<file path="src/rtl/fetch_unit.sv">
// Instruction fetch stage: owns the PC, fetches words over a req/rvalid handshake,
// buffers them in a small FIFO and hands {instr, pc} to decode over valid/ready.
module fetch_unit #(
  parameter logic [31:0] RESET_PC = 32'h0000_0000,
  parameter int          DEPTH    = 2
) (
  input  logic        clk,
  input  logic        reset_n,
  output logic        imem_req,
  output logic [31:0] imem_addr,
  input  logic        imem_rvalid,
  input  logic [31:0] imem_rdata,
  input  logic        redirect,
  input  logic [31:0] redirect_pc,
  output logic [31:0] instr,
  output logic [31:0] instr_pc,
  output logic [31:0] instr_pcplus4,
  output logic        instr_valid,
  input  logic        instr_ready
);

  localparam int PW = $clog2(DEPTH);
  localparam int CW = PW + 1;

  typedef enum logic [1:0] {IDLE, FETCH, DROP} state_t;

  state_t        state;
  logic [31:0]   fetch_pc;
  logic [31:0]   req_addr;
  logic [31:0]   mem_instr [DEPTH];
  logic [31:0]   mem_pc    [DEPTH];
  logic [PW-1:0] wr_ptr;
  logic [PW-1:0] rd_ptr;
  logic [CW-1:0] count;
  logic [CW-1:0] count_next;
  logic          push;
  logic          pop;
  logic          room;
  logic [31:0]   redir_pc;

  assign redir_pc      = redirect_pc & 32'hFFFF_FFFC;
  assign imem_req      = (state == FETCH) || (state == DROP);
  assign imem_addr     = req_addr;
  assign instr_valid   = (count != '0);
  assign instr         = mem_instr[rd_ptr];
  assign instr_pc      = mem_pc[rd_ptr];
  assign instr_pcplus4 = instr_pc + 32'd4;

  always_comb begin
    pop        = instr_valid & instr_ready;
    push       = (state == FETCH) & imem_rvalid & ~redirect;
    count_next = count + CW'(push) - CW'(pop);
    room       = (count_next < CW'(DEPTH));
  end

  // A redirect flushes the buffer and wins over any push or pop in that cycle.
  always_ff @(posedge clk or negedge reset_n) begin
    if (!reset_n) begin
      wr_ptr <= '0;
      rd_ptr <= '0;
      count  <= '0;
      // NOTE: the entries are cleared so instr/instr_pc read 0 out of reset;
      // only acceptable because the buffer is a handful of flops, not a RAM.
      for (int i = 0; i < DEPTH; i++) begin
        mem_instr[i] <= '0;
        mem_pc[i]    <= '0;
      end
    end else if (redirect) begin
      wr_ptr <= '0;
      rd_ptr <= '0;
      count  <= '0;
    end else begin
      if (push) begin
        mem_instr[wr_ptr] <= imem_rdata;
        mem_pc[wr_ptr]    <= req_addr;
        wr_ptr            <= wr_ptr + PW'(1);
      end
      if (pop) begin
        rd_ptr <= rd_ptr + PW'(1);
      end
      count <= count_next;
    end
  end

  // NOTE: non-blocking assignments throughout so every register samples
  // pre-edge values regardless of statement order.
  always_ff @(posedge clk or negedge reset_n) begin
    if (!reset_n) begin
      state    <= IDLE;
      fetch_pc <= RESET_PC;
      req_addr <= RESET_PC;
    end else begin
      case (state)
        IDLE: begin
          if (redirect) begin
            fetch_pc <= redir_pc;
            req_addr <= redir_pc;
            state    <= FETCH;
          end else if (room) begin
            req_addr <= fetch_pc;
            state    <= FETCH;
          end
        end
        FETCH: begin
          if (redirect && imem_rvalid) begin
            fetch_pc <= redir_pc;
            req_addr <= redir_pc;
          end else if (redirect) begin
            // The old request must still complete; its data is dropped in DROP.
            fetch_pc <= redir_pc;
            state    <= DROP;
          end else if (imem_rvalid) begin
            fetch_pc <= req_addr + 32'd4;
            if (room) begin
              req_addr <= req_addr + 32'd4;
            end else begin
              state <= IDLE;
            end
          end
        end
        DROP: begin
          if (redirect) begin
            fetch_pc <= redir_pc;
          end
          if (imem_rvalid) begin
            req_addr <= redirect ? redir_pc : fetch_pc;
            state    <= FETCH;
          end
        end
        default: state <= IDLE;
      endcase
    end
  end

endmodule
</file>
<file path="config.mk">
export PLATFORM = sky130hd
export DESIGN_NAME = fetch_unit
export DESIGN_NICKNAME = d
export VERILOG_FILES = /design/src/rtl/fetch_unit.sv
export SDC_FILE = /design/constraint.sdc
export NUM_CORES = 1
export LEC_CHECK = 0
export ABC_AREA = 1
export BUFFER_PORTS_ARGS = -buffer_cell sky130_fd_sc_hd__buf_4
export CELL_PAD_IN_SITES_DETAIL_PLACEMENT = 1
export CELL_PAD_IN_SITES_GLOBAL_PLACEMENT = 1
export CORE_MARGIN = 3
export CORE_UTILIZATION = 38
export CTS_BUF_LIST = sky130_fd_sc_hd__clkbuf_4 sky130_fd_sc_hd__clkbuf_8
export CTS_CLUSTER_DIAMETER = 50
export DETAILED_ROUTE_END_ITERATION = 8
export PLACE_DENSITY_LB_ADDON = 0.1
export SLEW_MARGIN = 20
export SYNTH_ARGS = -nofsm -noshare
export SYNTH_HDL_FRONTEND = slang
export SYNTH_SLANG_ARGS = --single-unit
export TNS_END_PERCENT = 1
</file>
<file path="constraint.sdc">
create_clock -name clk -period 2.2 [get_ports clk]
set_input_delay 0.22 -clock clk [delete_from_list [all_inputs] [get_ports clk]]
set_output_delay 0.22 -clock clk [all_outputs]
set_load 0.05 [all_outputs]
</file>
==> flow_metrics.tcl <==
set metrics [dict create \
    final_nets 2051 \
    relSlewSlack_pct 63.8 \
    end_kind "output port" \
    cp.required_ns 1.98 \
    switching_share_pct 54.6 \
    clk_latency_ns 0.48 \
    syn_area_per_cell_um2 7.02 \
    report.final.setup_viol 65 \
    drt_first_pass_iters 4 \
    rows 63 \
    dr_total_vias 12000 \
    cp_slowest_cell "dfrtp_2" \
    cap_violations 0 \
    diodes 0 \
    min_path_type "in2reg" \
    coreArea_um2 30000 \
    register_area_um2 4960 \
    arrival_ns 2.48 \
    start_kind "register" \
    synth_edf_count 0 \
    drtIter0Drc 506 \
    path_cells "buf_6 -> nand2_1 -> o21ai_0 -> nor2_1 -> nand2_1 -> nor2_2 -> and2_4 -> nand2_1 -> nand2_1 -> nand2_2 -> buf_4" \
    async_flop_share_pct 100 \
    hold_ws_ns 0.0389 \
    pwr-share-comb_pct 67.2 \
    dieArea_um2 32900 \
    clkPwrFrac_pct 8.6 \
    layout_setup_ws_ns -0.501 \
    numPortBuffers 196 \
    powerDensity_nw_per_um2 1710 \
    p_int_mw 12.5 \
    cp-startpoint "rd_ptr" \
    status "finished with violations" \
    fill_cells 3794 \
    io_pins 199 \
    cts_sinks 198 \
    die_h_um 181 \
    p_seq_share_pct 24.2 \
    finalHoldViolCount 0 \
    grt_overflow 0 \
    drv_slew 0 \
    drc 0 \
    crit_type "reg2out" \
    syn2layout_area_growth_pct 37.5 \
    violations "negative setup slack" \
    synth_nets 1741 \
    crit_top_cell "nand2_1" \
    postRouteAntennaNets 0 \
    crit-reg2reg-launch "state[1]" \
    die_w_um 181 \
    holdCritStartpoint "imem_rdata[2]" \
    path_max_fanout 17 \
    synth_area_um2 11700 \
    multi_input_area_um2 6280 \
    ys_ff_latch 198 \
    placed_area_um2 14800 \
    routed_wl_mm 41.2 \
    worst_pin_slew_ns 0.543 \
    layout-drive-gt1-share_pct 25.9 \
    cts.htree.levels 4 \
    max_stage_delay_ns 0.50 \
    routabilityCongestion 0.847 \
    ys.flop_type "dfrtp_1" \
    p_switching_mw 15.0 \
    peakVddDrop_mv 1.16 \
    cts_inserted_buffers 17 \
    ys_types 43 \
    grt_max_degree 60 \
    period_share_pct 123 \
    via_per_inst 5.05 \
    fin_area_um2 16000 \
    timing.fmax_mhz 370 \
    drt-wirelength-per-cell_um 17.3 \
    fin_crit_ns 2.70 \
    synth_cells 1664 \
    yosys_warnings 0 \
    antenna_found_initial 0 \
    root_buffer "clkbuf_8" \
    fin_util_pct 53.6 \
    cts_tree "yes" \
    grt_setup_unrepaired "yes" \
    grt_pass1_vias 12800 \
    dp_hpwl_mm 30.8 \
    clock_path_buffers 2 \
    p_leak_nw 7.95 \
    start_util_pct 39.0 \
    clock_skew_ns 0.0166 \
    fin_setup_tns_ns -19.00 \
    cts.clk_slew.worst_paths_ns 0.11 \
    track_usage_pct 25.4 \
    grt_pass1_wl_mm 67.7 \
    seq_area_frac_synth_pct 42.4 \
]
==> placed cells by master (no fill, tap or decap), types with 5 or more instances in the layout <==
master,synthesis,layout
inv_8,0,5
xor2_4,0,8
nand3_1,77,68
a32o_1,8,8
nor3_1,6,6
nor2_1,159,143
buf_12,2,12
inv_1,176,171
nand2_2,12,29
o21ai_0,183,178
a31oi_1,23,23
dlygate4sd3_1,0,30
a311oi_1,6,6
clkbuf_8,0,18
nor2_4,3,12
nand2_1,579,561
dfrtp_1,198,197
nand3b_1,6,6
buf_6,5,38
ha_1,8,6
a21oi_1,36,36
xor2_2,1,10
buf_4,2,284
nor2_2,9,16
nand3_2,1,9
buf_8,0,7
xnor2_4,0,5
o21ai_4,5,20
inv_2,6,9
xor2_1,27,10
==> synthesized netlist by cell type, types with 15 or more instances <==
cell type | number | area (um2)
a31oi_1 | 23 | 144
xor2_1 | 27 | 236
nand2_1 | 579 | 2170
dfrtp_1 | 198 | 4950
nor2_1 | 159 | 597
o21ai_2 | 17 | 149
buf_2 | 15 | 75.1
clkbuf_1 | 46 | 173
nand3_1 | 77 | 385
a21oi_1 | 36 | 180
o21ai_0 | 183 | 916
inv_1 | 176 | 661
==> critical path: cells and delay by family, from the launching register on <==
kind	cells	cell delay, ns
AND/OR/NAND/NOR	8	1.00
AO/OA/AOI/OAI	1	0.13
buffers and inverters	2	0.37
flip-flops	1	0.50
==> kinds of logic (layout without fill, tap and decap cells) <==
family | Yosys count | in the layout | share of synthesized area [%]
flip-flops | 198 | 198 | 42.4
buffers and inverters | 267 | 590 | 9.45
adder cells (fa/ha/maj) | 8 | 8 | 0.857
XOR/XNOR | 34 | 34 | 2.62
AND/OR/NAND/NOR | 867 | 867 | 30.1
AO/OA/AOI/OAI | 290 | 290 | 14.5
==> path summary, 6_finish.rpt <==
kind | endpoint | slack (ns) | cells after the start
min in group asynchronous | mem_pc[58] | 0.27 | 2
max in group asynchronous | mem_instr[52] | 1.20 | 3
setup reg to reg | imem_addr[28] | -0.27 | 16
hold reg to reg | mem_instr[53] | 0.49 | 2
hold / removal | mem_instr[34] | 0.04 | 3
setup / recovery | instr_pcplus4[31] | -0.50 | 11
==> power by group through the flow <==
stage                     clock network (mW)  logic (mW)  registers, mW
final                                   2.37        18.5           6.65
after global routing                    2.59        20.0           6.87
after CTS                               2.45        18.3           6.63
after detailed placement                   0        17.7           6.70
after global placement                     0        17.2           6.59
after floorplan                            0        10.9           7.29
==> cell type report <==
type | instances | area share [%]
Clock inverter | 14 | 0.959
Tap cell | 390 | 3.04
Clock buffer | 18 | 1.50
Sequential cell | 198 | 30.9
Inverter | 186 | 4.44
Multi-Input combinational cell | 1199 | 39.1
Timing Repair Buffer | 372 | 20.1
==> repair_timing <==
| item | in CTS | in global routing |
|---|---|---|
| gates resized for setup | 67 | 43 |
| pin swaps | 22 | 28 |
| buffers inserted | 13 | 4 |
| gates cloned | 0 | 0 |
| endpoints found under the hold margin | 102 | 0 |
| hold buffers | 30 | 0 |
| endpoints found under the setup margin | 84 | 91 |
==> per-stage QoR <==
| stage | power (mW) | setup WS [ns] | instances |
|---|---|---|---|
| after floorplan | 18.1 | -0.243 | 1664 |
| after global placement | 23.8 | -0.131 | 2298 |
| after detailed placement | 24.3 | -0.334 | 2298 |
| after CTS | 27.4 | -0.564 | 2373 |
| after global routing | 29.5 | -0.702 | 2377 |
| final | 27.5 | -0.501 | 2377 |
==> sequential cells by signal, summed over array words and instances (netlist names) <==
| name | flops |
|---|---|
| state | 2 |
| wr_ptr | 1 |
| mem_instr | 64 |
| mem_pc | 64 |
| count | 2 |
| rd_ptr | 1 |
| fetch_pc | 32 |
| imem_addr | 32 |
==> per-layer routing <==
layer | wire length, um | vias up | track usage (%)
li1 | - | 5848 | -
met1 | 18700 | 5865 | 33.6
met2 | 20300 | 232 | 43.7
met3 | 1200 | 53 | 2.98
met4 | 975 | 0 | 7.56
met5 | 0 | - | 0
Note: power is estimated with default switching activity, not from simulation.
